--- src/rtl/prach_pkg.sv ---
// Shared PRACH definitions: channel/sample widths, sample and channel types,
// and the sample-store entry layout used by the HB5 polyphase demultiplexer.
package prach_pkg;

    localparam int NumChannel     = 256;
    localparam int NumChannelUsed = 48;
    localparam int SampleW        = 16;
    localparam int ChnW           = 8;

    typedef logic signed [SampleW-1:0] sample_t;
    typedef logic        [ChnW-1:0]    chn_t;

    // One sample-store word: the phase-0 sample plus its frame-start flag.
    typedef struct packed {
        logic    sync;
        sample_t dq;
    } entry_t;

    localparam int StoreW = $bits(entry_t);

endpackage

--- src/rtl/prach_sdp_ram.sv ---
// Simple dual-port RAM: one write port, one read port, registered read.
// A read of an address written on the same edge returns the old contents.
module prach_sdp_ram #(
    parameter int WIDTH = 17,
    parameter int DEPTH = 256,
    parameter int AW    = $clog2(DEPTH)
) (
    input  logic             clk,
    input  logic             wr_en_i,
    input  logic [AW-1:0]    wr_addr_i,
    input  logic [WIDTH-1:0] wr_data_i,
    input  logic             rd_en_i,
    input  logic [AW-1:0]    rd_addr_i,
    output logic [WIDTH-1:0] rd_data_o
);

    logic [WIDTH-1:0] mem [DEPTH];
    logic [WIDTH-1:0] rd_data_q;

    always_ff @(posedge clk) begin
        if (wr_en_i) begin
            mem[wr_addr_i] <= wr_data_i;
        end
        if (rd_en_i) begin
            rd_data_q <= mem[rd_addr_i];
        end
    end

    assign rd_data_o = rd_data_q;

endmodule

--- src/rtl/prach_hb5_dmx.sv ---
// Polyphase demultiplexer ahead of HB5: pairs consecutive samples per TDM channel.
// Define PRACH_HB5_DMX_CHN_FILTER_EN to ignore beats on channels >= NUM_CHANNEL_USED.
module prach_hb5_dmx
    import prach_pkg::*;
#(
    parameter int NUM_CHANNEL      = NumChannel,
    parameter int NUM_CHANNEL_USED = NumChannelUsed
) (
    input  logic    clk,
    input  logic    rst,
    input  sample_t din_dq,
    input  logic    din_dv,
    input  chn_t    din_chn,
    input  logic    sync_in,
    output sample_t dout_dp1,
    output sample_t dout_dp2,
    output logic    dout_dv,
    output chn_t    dout_chn,
    output logic    sync_out
);

    localparam int AW = $clog2(NUM_CHANNEL);
    typedef logic [AW-1:0] addr_t;

    // Stage A: registered input beat, aligned with the RAM read data.
    logic    a_dv_q;
    sample_t a_dq_q;
    chn_t    a_chn_q;
    logic    a_sync_q;
    logic    fwd_hit_q;
    entry_t  fwd_data_q;

    // Stage B: assembled pair.
    logic    b_dv_q;
    sample_t b_dp1_q;
    sample_t b_dp2_q;
    chn_t    b_chn_q;
    logic    b_sync_q;

    // Output registers.
    logic    out_dv_q;
    sample_t out_dp1_q;
    sample_t out_dp2_q;
    chn_t    out_chn_q;
    logic    out_sync_q;

    logic [NUM_CHANNEL-1:0] ph_q;
    logic [NUM_CHANNEL-1:0] ph_d;

    addr_t              a_addr;
    addr_t              din_addr;
    logic               clear_all;
    logic               ph_cur;
    logic               chn_ok;
    logic               in_used;
    logic               accept;
    logic               wr_en;
    logic               pair_en;
    entry_t             wr_entry;
    entry_t             stored;
    logic [StoreW-1:0]  ram_rd_data;

    assign a_addr   = a_chn_q[AW-1:0];
    assign din_addr = din_chn[AW-1:0];
    assign in_used  = (int'(a_chn_q) < NUM_CHANNEL_USED);

`ifdef PRACH_HB5_DMX_CHN_FILTER_EN
    assign chn_ok = in_used;
`else
    logic unused_in_used;
    assign unused_in_used = in_used;
    assign chn_ok         = 1'b1;
`endif

    // A qualified sync wipes every phase before its own beat is classified,
    // so the sync beat is always the first half of a pair.
    assign clear_all = a_dv_q & a_sync_q;
    assign ph_cur    = ph_q[a_addr] & ~clear_all;
    assign accept    = a_dv_q & chn_ok;
    assign wr_en     = accept & ~ph_cur;
    assign pair_en   = accept & ph_cur;

    assign wr_entry.sync = a_sync_q;
    assign wr_entry.dq   = a_dq_q;

    // Back-to-back beats on one channel: the RAM read for the second beat is
    // launched on the same edge that commits the first beat's write.
    assign stored = fwd_hit_q ? fwd_data_q : entry_t'(ram_rd_data);

    always_comb begin
        ph_d = ph_q;
        if (clear_all) begin
            ph_d = '0;
        end
        if (accept) begin
            ph_d[a_addr] = ~ph_cur;
        end
    end

    prach_sdp_ram #(
        .WIDTH (StoreW),
        .DEPTH (NUM_CHANNEL),
        .AW    (AW)
    ) u_store (
        .clk       (clk),
        .wr_en_i   (wr_en),
        .wr_addr_i (a_addr),
        .wr_data_i (wr_entry),
        .rd_en_i   (din_dv),
        .rd_addr_i (din_addr),
        .rd_data_o (ram_rd_data)
    );

    always_ff @(posedge clk or posedge rst) begin
        if (rst) begin
            a_dv_q     <= 1'b0;
            a_dq_q     <= '0;
            a_chn_q    <= '0;
            a_sync_q   <= 1'b0;
            fwd_hit_q  <= 1'b0;
            fwd_data_q <= '0;
            ph_q       <= '0;
        end else begin
            a_dv_q     <= din_dv;
            a_dq_q     <= din_dq;
            a_chn_q    <= din_chn;
            a_sync_q   <= sync_in;
            fwd_hit_q  <= wr_en && (din_addr == a_addr);
            fwd_data_q <= wr_entry;
            ph_q       <= ph_d;
        end
    end

    always_ff @(posedge clk or posedge rst) begin
        if (rst) begin
            b_dv_q   <= 1'b0;
            b_dp1_q  <= '0;
            b_dp2_q  <= '0;
            b_chn_q  <= '0;
            b_sync_q <= 1'b0;
        end else begin
            b_dv_q <= pair_en;
            if (pair_en) begin
                b_dp1_q  <= a_dq_q;
                b_dp2_q  <= stored.dq;
                b_chn_q  <= a_chn_q;
                b_sync_q <= stored.sync;
            end
        end
    end

    always_ff @(posedge clk or posedge rst) begin
        if (rst) begin
            out_dv_q   <= 1'b0;
            out_dp1_q  <= '0;
            out_dp2_q  <= '0;
            out_chn_q  <= '0;
            out_sync_q <= 1'b0;
        end else begin
            out_dv_q   <= b_dv_q;
            out_sync_q <= b_dv_q & b_sync_q;
            if (b_dv_q) begin
                out_dp1_q <= b_dp1_q;
                out_dp2_q <= b_dp2_q;
                out_chn_q <= b_chn_q;
            end
        end
    end

    assign dout_dv  = out_dv_q;
    assign dout_dp1 = out_dp1_q;
    assign dout_dp2 = out_dp2_q;
    assign dout_chn = out_chn_q;
    assign sync_out = out_sync_q;

endmodule

--- config.mk ---
export PLATFORM = sky130hd
export DESIGN_NAME = prach_hb5_dmx
export DESIGN_NICKNAME = d
export VERILOG_FILES = /design/src/rtl/prach_pkg.sv /design/src/rtl/prach_sdp_ram.sv /design/src/rtl/prach_hb5_dmx.sv
export SDC_FILE = /design/constraint.sdc
export NUM_CORES = 2
export LEC_CHECK = 0
export CORE_MARGIN = 2
export CORE_UTILIZATION = 45
export DETAILED_ROUTE_END_ITERATION = 10
export DONT_BUFFER_PORTS = 1
export GPL_TIMING_DRIVEN = 0
export PLACE_DENSITY = 0.64
export SYNTH_ARGS = -nofsm -noshare
export SYNTH_HDL_FRONTEND = slang
export SYNTH_MEMORY_MAX_BITS = 65536
export SYNTH_SLANG_ARGS = --single-unit
--- constraint.sdc ---
create_clock -name clk -period 15.85 [get_ports clk]
set_input_delay 3.17 -clock clk [delete_from_list [all_inputs] [get_ports clk]]
set_output_delay 3.17 -clock clk [all_outputs]
set_load 0.05 [all_outputs]
* Word level (Yosys, flattened, before mapping) *
Memory sizes are Yosys's and may differ from the RTL's. A register that Yosys moved wholly into a read port is not among the register bits.
Cells that the tools add are included.

word-level totals
  memories = 1
  memory bits (writable) = 4352
  output and inout bits = 42
  bits of input ports = 28
  bits in registers = 384

operators by class
  magnitude comparators = 2
  equal/unequal tests = 1
  reductions and logical operators = 2
  muxes and demuxes = 10
  bitwise logic cells = 7

memories
  memory       words  bits a word  rd ports  clocked after Yosys merged registers in  write ports  line                 source
  u_store.mem  256    17           1         1                                        1            prach_sdp_ram.sv:17  logic [WIDTH-1:0] mem [DEPTH];

operators by type and width
  operator              count
  $mux W256             2
  $bwmux W256           1
  $mux W17              1
  $lt A8 B9 Y1 const B  1
  $bmux W1 S8           1
  $demux W1 S8          1
  $eq A8 B8 Y1          1
  $ge A8 B1 Y1 const B  1
  $and A1 B1 Y1         5
  $mux W1               4
  $logic_and A1 B1 Y1   2
  $not A1 Y1            2

* Depth between registers and ports, before layout *
  depth in word-level cells = 7
  mapped depth = 17
  mapped depth without buffers = 8

* Hierarchy *
Synthesis repeated with hierarchy kept, for this count alone.

unflattened totals
  cell total of the unflattened synthesis = 9348
  area, all modules = 187224.6 um^2

by module, submodules not included
  module         area an instance (um^2)  instances  cells an instance  sequential area each (um^2)
  prach_sdp_ram  169874.2                 1          7797               131195.8
  prach_hb5_dmx  17350.4                  1          1551               9609.2

* Least setup slack after synthesis *
OpenSTA, ideal clock, no wires.

  path type = input port to flip-flop
  start = in din_chn[0]
  end = reg u_store.rd_data_q[10], in the netlist u_store.rd_data_o[10], read port of u_store.mem, data pin
  stages = 9
  slack = 9.492 ns
  arrival time = 6.099 ns
  path through = clkbuf_1 -> buf_2 -> buf_2 -> buf_1 -> mux4_2 -> mux4_2 -> mux4_2 -> a22oi_1 -> nand2_1

RTL lines
  item             line                 source
  start, declared  prach_hb5_dmx.sv:13  input chn_t din_chn,
  end, declared    prach_sdp_ram.sv:18  logic [WIDTH-1:0] rd_data_q;

==> impl_metrics.env <==
export IMPL_clk_latency_ps=1020
export IMPL_cp_cell_sequence="clkbuf_1, buf_2, clkbuf_1, buf_1, mux4_2, mux4_2, mux4_2, a22oi_1, nand2_1"
export IMPL_htree_num_levels=5
export IMPL_period_share_pct=54.60
export IMPL_yosys_warnings=0
export IMPL_max_cap_violations=7
export IMPL_hold_viol=0
export IMPL_violations="max-capacitance violations, max-slew violations"
export IMPL_slowest_stage="clkbuf_1"
export IMPL_tightest_slew_ps=1577
export IMPL_ir_drop_mv=0.1075
export IMPL_hold_buffers=0
export IMPL_grt_pass1_wl_mm=752.3
export IMPL_reg2reg_from="a_addr[1]"
export IMPL_holdCritStartpoint="b_dv_q"
export IMPL_worstPathArrival_ps=9380
export IMPL_drcViolationCount=0
export IMPL_rows=234
export IMPL_final_util_pct=52.38
export IMPL_worstPathRequired_ps=16580
export IMPL_io_buffers=0
export IMPL_leakagePower_nw=67.31
export IMPL_overflow=0
export IMPL_clk_pin_slew_ps=60
export IMPL_async_flop_share_pct=8.079
export IMPL_clock_sinks=4753
export IMPL_crit_path_end_kind="flop"
export IMPL_cts_buffers=458
export IMPL_ioPinCount=70
export IMPL_layout_nets=8995
export IMPL_via_per_inst=6.376
export IMPL_cts_setup_buffers=0
export IMPL_grt_pass1_vias=93630
export IMPL_cts_tree="done"
export IMPL_crit_type="primary input to flop"
export IMPL_drive_gt1_share_pct=32.04
export IMPL_yosysSeqAreaShare_pct=76.43
export IMPL_path_common_cell="mux4_2"
export IMPL_die_y_um=643.8
export IMPL_syn_avg_cell_area_um2=22.75
export IMPL_cts_resized=0
export IMPL_syn_area_mm2=0.1842
export IMPL_fillers=30960
export IMPL_maxSlewViolCount=63
export IMPL_routed_via_count=94550
export IMPL_hold_class="flop to flop"
export IMPL_synth_seq_cells=4753
export IMPL_placed_area_mm2=0.1983
export IMPL_clockBufferDepth=4
export IMPL_hold_slack_ps=378.7
export IMPL_synth_enable_flop_cells=4369
export IMPL_drt_iter0_drc=15030
export IMPL_start_util_pct=45.27
export IMPL_core_mm2=0.4070
export IMPL_die_area_mm2=0.4145
export IMPL_worstSetupStartpoint="din_chn[0]"
export IMPL_area_growth_pct=15.72
export IMPL_status="finished with violations"
export IMPL_dp_hpwl_mm=377.1
export IMPL_design_area_mm2=0.2132
export IMPL_antenna_found_initial=37
export IMPL_power_density_mw_per_mm2=124.6
export IMPL_grt_max_degree=143
export IMPL_start_kind="primary input"
export IMPL_fin_crit_ps=8654
export IMPL_drtPass1Iterations=7
export IMPL_rsz0062_at_grt="no"
export IMPL_fmax_ghz=0.1156
export IMPL_path_max_fanout=10
export IMPL_max_slew_margin_pct=-5.121
export IMPL_grt_use_total_pct=26.07
export IMPL_fin_skew_ps=52.68
export IMPL_synthCells=8098
export IMPL_drt_wl_total_mm=545.1
export IMPL_ys_flop_type="edfxtp_1"
export IMPL_die_w_um=643.8
export IMPL_setup_viol=0
export IMPL_gp_congestion=0.9542
export IMPL_synth_distinct_cells=48
export IMPL_cts_root_buf="clkbuf_16"
export IMPL_wire_per_inst_um=36.76
export IMPL_synth_nets=8126
export IMPL_drtAntennaViolNets=0
export IMPL_critPathMaxStageDelay_ps=980
path summary, 6_finish.rpt:
| check | depth (start not counted) | end | slack, ps |
|---|---|---|---|
| worst max-delay path | 9 | u_store.rd_data_o[5] | 7200 |
| worst min-delay path | 0 | dout_dv | 380 |
| worst max register to register | 9 | u_store.mem[142][1] | 9830 |
| worst min register to register | 0 | dout_dv | 380 |
| max in group asynchronous | 3 | ph_q[205] | 12250 |
| min in group asynchronous | 1 | a_dq_q[5] | 2050 |
worst max-delay path: cells and delay by family:
family	cells	cell delay (ps)
simple gates	1	130
buf+inv	4	3450
compound gates	1	790
mux	3	1780
flip-flops by register name, indices dropped and copies added (netlist names):
signal and count:
fwd_hit_q 1, fwd_data_q 17, a_dv_q 1, dout_chn 8
dout_dp2 16, a_dq_q 16, b_sync_q 1, sync_out 1
ph_q 256, b_dp2_q 16, dout_dp1 16, b_dp1_q 16
u_store.rd_data_o 17, dout_dv 1, b_chn_q 8, a_addr 8
b_dv_q 1, u_store.mem 4352, a_sync_q 1
metrics by stage:
stage / std cells / worst slack (ps) / setup TNS, ps / power (mW)
6_report: 14830 / 7196 / 0 / 26.55
5_1_grt: 14820 / 7187 / 0 / 27.15
4_1_cts: 14780 / 7485 / 0 / 26.59
3_5_place_dp: 13930 / 6436 / 0 / 15.95
3_3_place_gp: 13530 / -1405 / -521610 / 15.95
2_1_floorplan: 8098 / 2009 / 0 / 15.20
where the power goes:
part / total (mW) / switching (mW) / leakage (nW) / internal [mW]
clock network: 10.8 / 4.73 / 7.16 / 6.10
registers: 14.1 / 0.324 / 44.4 / 13.8
logic: 1.60 / 1.03 / 15.8 / 0.575
cell usage after synthesis (5+ instances only):
library cell,number,area share (%)
buf_2,46,0.12
o21ai_0,64,0.17
nor2b_1,13,0.044
o21ai_1,5,0.014
nor2_1,158,0.32
mux2_2,95,0.58
and2_1,9,0.031
nand2_1,81,0.17
mux2i_1,97,0.53
xor2_1,7,0.033
or2_2,5,0.017
nand2b_1,5,0.017
mux4_2,1437,18
nand3_1,27,0.073
nand4_1,6,0.020
mux4_1,9,0.13
edfxtp_1,4369,71
buf_6,9,0.055
o211ai_1,165,0.67
nor3_1,195,0.53
clkbuf_1,391,0.80
dfrtp_1,384,5.2
buf_1,115,0.23
a21oi_1,173,0.47
a22oi_1,80,0.33
buf_4,9,0.037
o31ai_1,113,0.46
routing by layer:
metal  global-route usage [%]  share of wire, %  vias up
li1                         -                 -    36390
met1                    34.76                37    50890
met2                    39.83                46     6041
met3                    7.222                11     1221
met4                    12.73               5.8        8
met5                        0            0.0099        -
logic make-up (layout without fill, tap and decap cells):
family	Yosys count	in the layout	share of synthesized area, %
DFF	4753	4753	76.43
muxes	1639	1639	18.81
AOI/OAI and AO/OA	612	612	2.174
buffers and inverters	577	1833	1.286
and+or+nand+nor	509	509	1.259
xor gates and xnor gates	8	8	0.03804
other	0	48	0
cells in the final DEF, fill, tap and decap left out, types with 12 or more instances in the layout:
master,count
buf_6,233
buf_2,74
nor2b_1,12
a22oi_1,80
a21oi_1,173
mux4_2,1437
o31ai_1,113
o211ai_1,165
diode_2,48
nor3_2,192
clkbuf_16,464
o21ai_0,64
clkbuf_1,441
clkinv_2,71
buf_16,72
buf_1,86
nand3_1,27
dfrtp_1,367
nor2_1,95
clkbuf_2,55
dfrtp_4,17
bufinv_16,41
buf_8,77
mux2_2,95
clkinv_1,119
nor2_2,63
mux2i_1,97
nand2_1,81
buf_12,13
clkbuf_8,16
buf_4,36
edfxtp_1,4369
layout make-up:
cell class              count  area (um^2)  area share (%)
inverters                   3        18.77        0.008804
clock buffers             584        12220           5.733
well taps                5428         6792           3.186
plain buffers             574         2462           1.155
multi-input cells        2768        42170           19.78
flip-flops and latches   4753       140900           66.08
diodes                     48        120.1         0.05634
clock inverters           263         2465           1.156
repair buffers            409         6063           2.844
Power figures use the tool's default switching activity.
==> edit, RTL diff (same settings) <==
Change the package constant `SampleW` from 16 to 17.
--- a/src/rtl/prach_pkg.sv
+++ b/src/rtl/prach_pkg.sv
@@ -4,7 +4,7 @@
 
     localparam int NumChannel     = 256;
     localparam int NumChannelUsed = 48;
-    localparam int SampleW        = 16;
+    localparam int SampleW        = 17;
     localparam int ChnW           = 8;
 
     typedef logic signed [SampleW-1:0] sample_t;
Interface: changed (resized din_dq, dout_dp1 and dout_dp2); port bits go from 70 to 73. The function was not compared with the original's and may differ.
==> edit against the original RTL <==
  * The flow still finishes with violations (capacitance limit, slew limit)
  * Final area rose by 6.5%
  * Die area rose by 6.1%
  * Clock power rose by 7%
  * Power rose by 6.6%
  * Sequential cell count rose by 263
  * Worst setup slack improved by 0.84 ns
  * Routed wire length rose by 6.9%
  * Area after synthesis rose by 6.1%
  * Largest cell class unchanged
  * Largest power group unchanged
==> edit: results <==
[worst_setup_path]
crit_path_max_incr_delay_ns = 0.93
timing.critical_path.from = din_chn[0]
reg2regPathDepth = 15
critical_path.slowest_cell = clkbuf_1
r2r_slack_ns = 9.25
r2r-end = u_store.mem[94][9]
critical_path_arrival_ns = 8.60
endpoint = u_store.rd_data_o[11]
path_delay_family = buffers and inverters
worst_r2r_startpoint = a_addr[1]
critical_path.max_fanout = 10

[yosys]
synth.top_cells.by_area = edfxtp_1, mux4_2, dfrtp_1, o31ai_2, o211ai_1
synth_commonest_cells = edfxtp_1, mux4_2, clkbuf_1
number_of_enable_flip_flop_cells_after_synthesis = 4626
synth_warnings = 0
synth.avg_cell_area_um2 = 23.3
netlist-cell-type-count = 36
number_of_nets_in_the_synthesized_netlist = 8404
synth_sequential_area_ratio_pct = 76.0
async_s_r_ff_share_synth_pct = 7.78

[job]
max_cap_violations = 7

[final_layout]
reg_top3 = u_store.mem (4608), ph_q (256)
fraction_of_layout_instances_using_a_drive_strength_above_1_pct = 35.4
fin_nets = 9399
fillerInstances = 32500

[placed_design]
placedCellCount = 14600
dp_hpwl_mm = 406
place.gp.congestion = 0.915
port_buffers = 0
dp_worst_setup_slack_ns = 7.05
placed_area_um2 = 211000

[sta]
fmaxAchievable_ghz = 0.128
final.setup_skew_ns = 0.0855
slew-limit-headroom_pct = -10.1
final_max_tran_viols = 66

[cts]
clock_latency_ns = 1.04
htreeDepth = 5
post_cts.resized_instances = 0
numCtsBuffers = 483
clk_pin_slew_worst_paths_ns = 0.06
setup_buffers_after_cts = 0
cts-root-buf = clkbuf_16
cts-root-to-sink-buffers = 4

[drt]
drtIter0Drc = 16200
vias_per_cell = 6.42
dr_total_vias = 99700
detailedRoute.firstPassIterationCount = 8
routed_wl_mm = 583

[status]
result_of_the_run = complete, but fails checks
violations = capacitance limit, slew limit

[power_and_ir_drop]
power.static_leakage_nw = 71.6
highest_ir_drop_seen_on_vdd_v = 0.000102
net-switching-power_mw = 6.50

[grt]
first_global_vias = 98400
grt_start_max_net_pins = 117
grtUsageTotal_pct = 26.2
antenna_found_initial = 45
grt_first_pass_wirelength_mm = 799

[hold_path]
timing.hold.worst.class = register to register
edit: kinds of logic after synthesis:
logic type / after synthesis / share of synthesized area, %
AO/OA/AOI/OAI: 606 / 2.82
XOR/XNOR: 8 / 0.0358
buffers and inverters: 629 / 1.35
flip-flops: 5016 / 76.0
multiplexers: 1726 / 18.8
AND/OR/NAND/NOR: 390 / 0.982
edit: power groups by stage:
stage	Combinational [mW]	Clock, mW	Sequential [mW]
after global routing	1.80	12.2	14.9
after global placement	1.46	0	15.5
after detailed placement	1.74	0	15.2
final	1.76	11.6	14.9
after CTS	1.74	11.7	14.9
after floorplan	0.873	0	15.2
edit: metal layers:
metal	vias up	part of all wire [%]	GRT usage [%]	wire length [µm]
li1	38200	-	-	-
met1	53700	36	34.7	212000
met5	-	0.028	0	163
met2	6439	47	41.0	274000
met3	1324	10	5.69	60900
met4	24	6.2	13.6	36100
edit: through the flow:
stage	total power [mW]	util, %	hold WS [ns]
after global routing	28.9	52.4	0.394
after detailed placement	16.9	48.7	0.365
final	28.3	52.4	0.380
after global placement	16.9	46.7	0.370
after floorplan	16.1	-	0.352
after CTS	28.4	52.3	0.379
edit: area by class of cell:
| class | instances | area share [%] |
|---|---|---|
| sequential | 5016 | 65.5 |
| timing repair buffer | 510 | 3.07 |
| tap | 5734 | 3.16 |
| inverter | 3 | 0.00827 |
| multi-input combinational | 2730 | 20.0 |
| clock buffer | 589 | 5.59 |
| antenna | 19 | 0.0209 |
| buffer | 626 | 1.20 |
| clock inverter | 312 | 1.40 |
edit: worst min-delay path by stage:
stage,from,end,slack [ns],cells past startpoint
global route,b_dv_q,dout_dv,0.39,0
detailed placement,b_dv_q,dout_dv,0.37,0
finish,b_dv_q,dout_dv,0.38,0
floorplan,b_dv_q,dout_dv,0.35,0
global placement,b_dv_q,dout_dv,0.37,0
CTS,b_dv_q,dout_dv,0.38,0
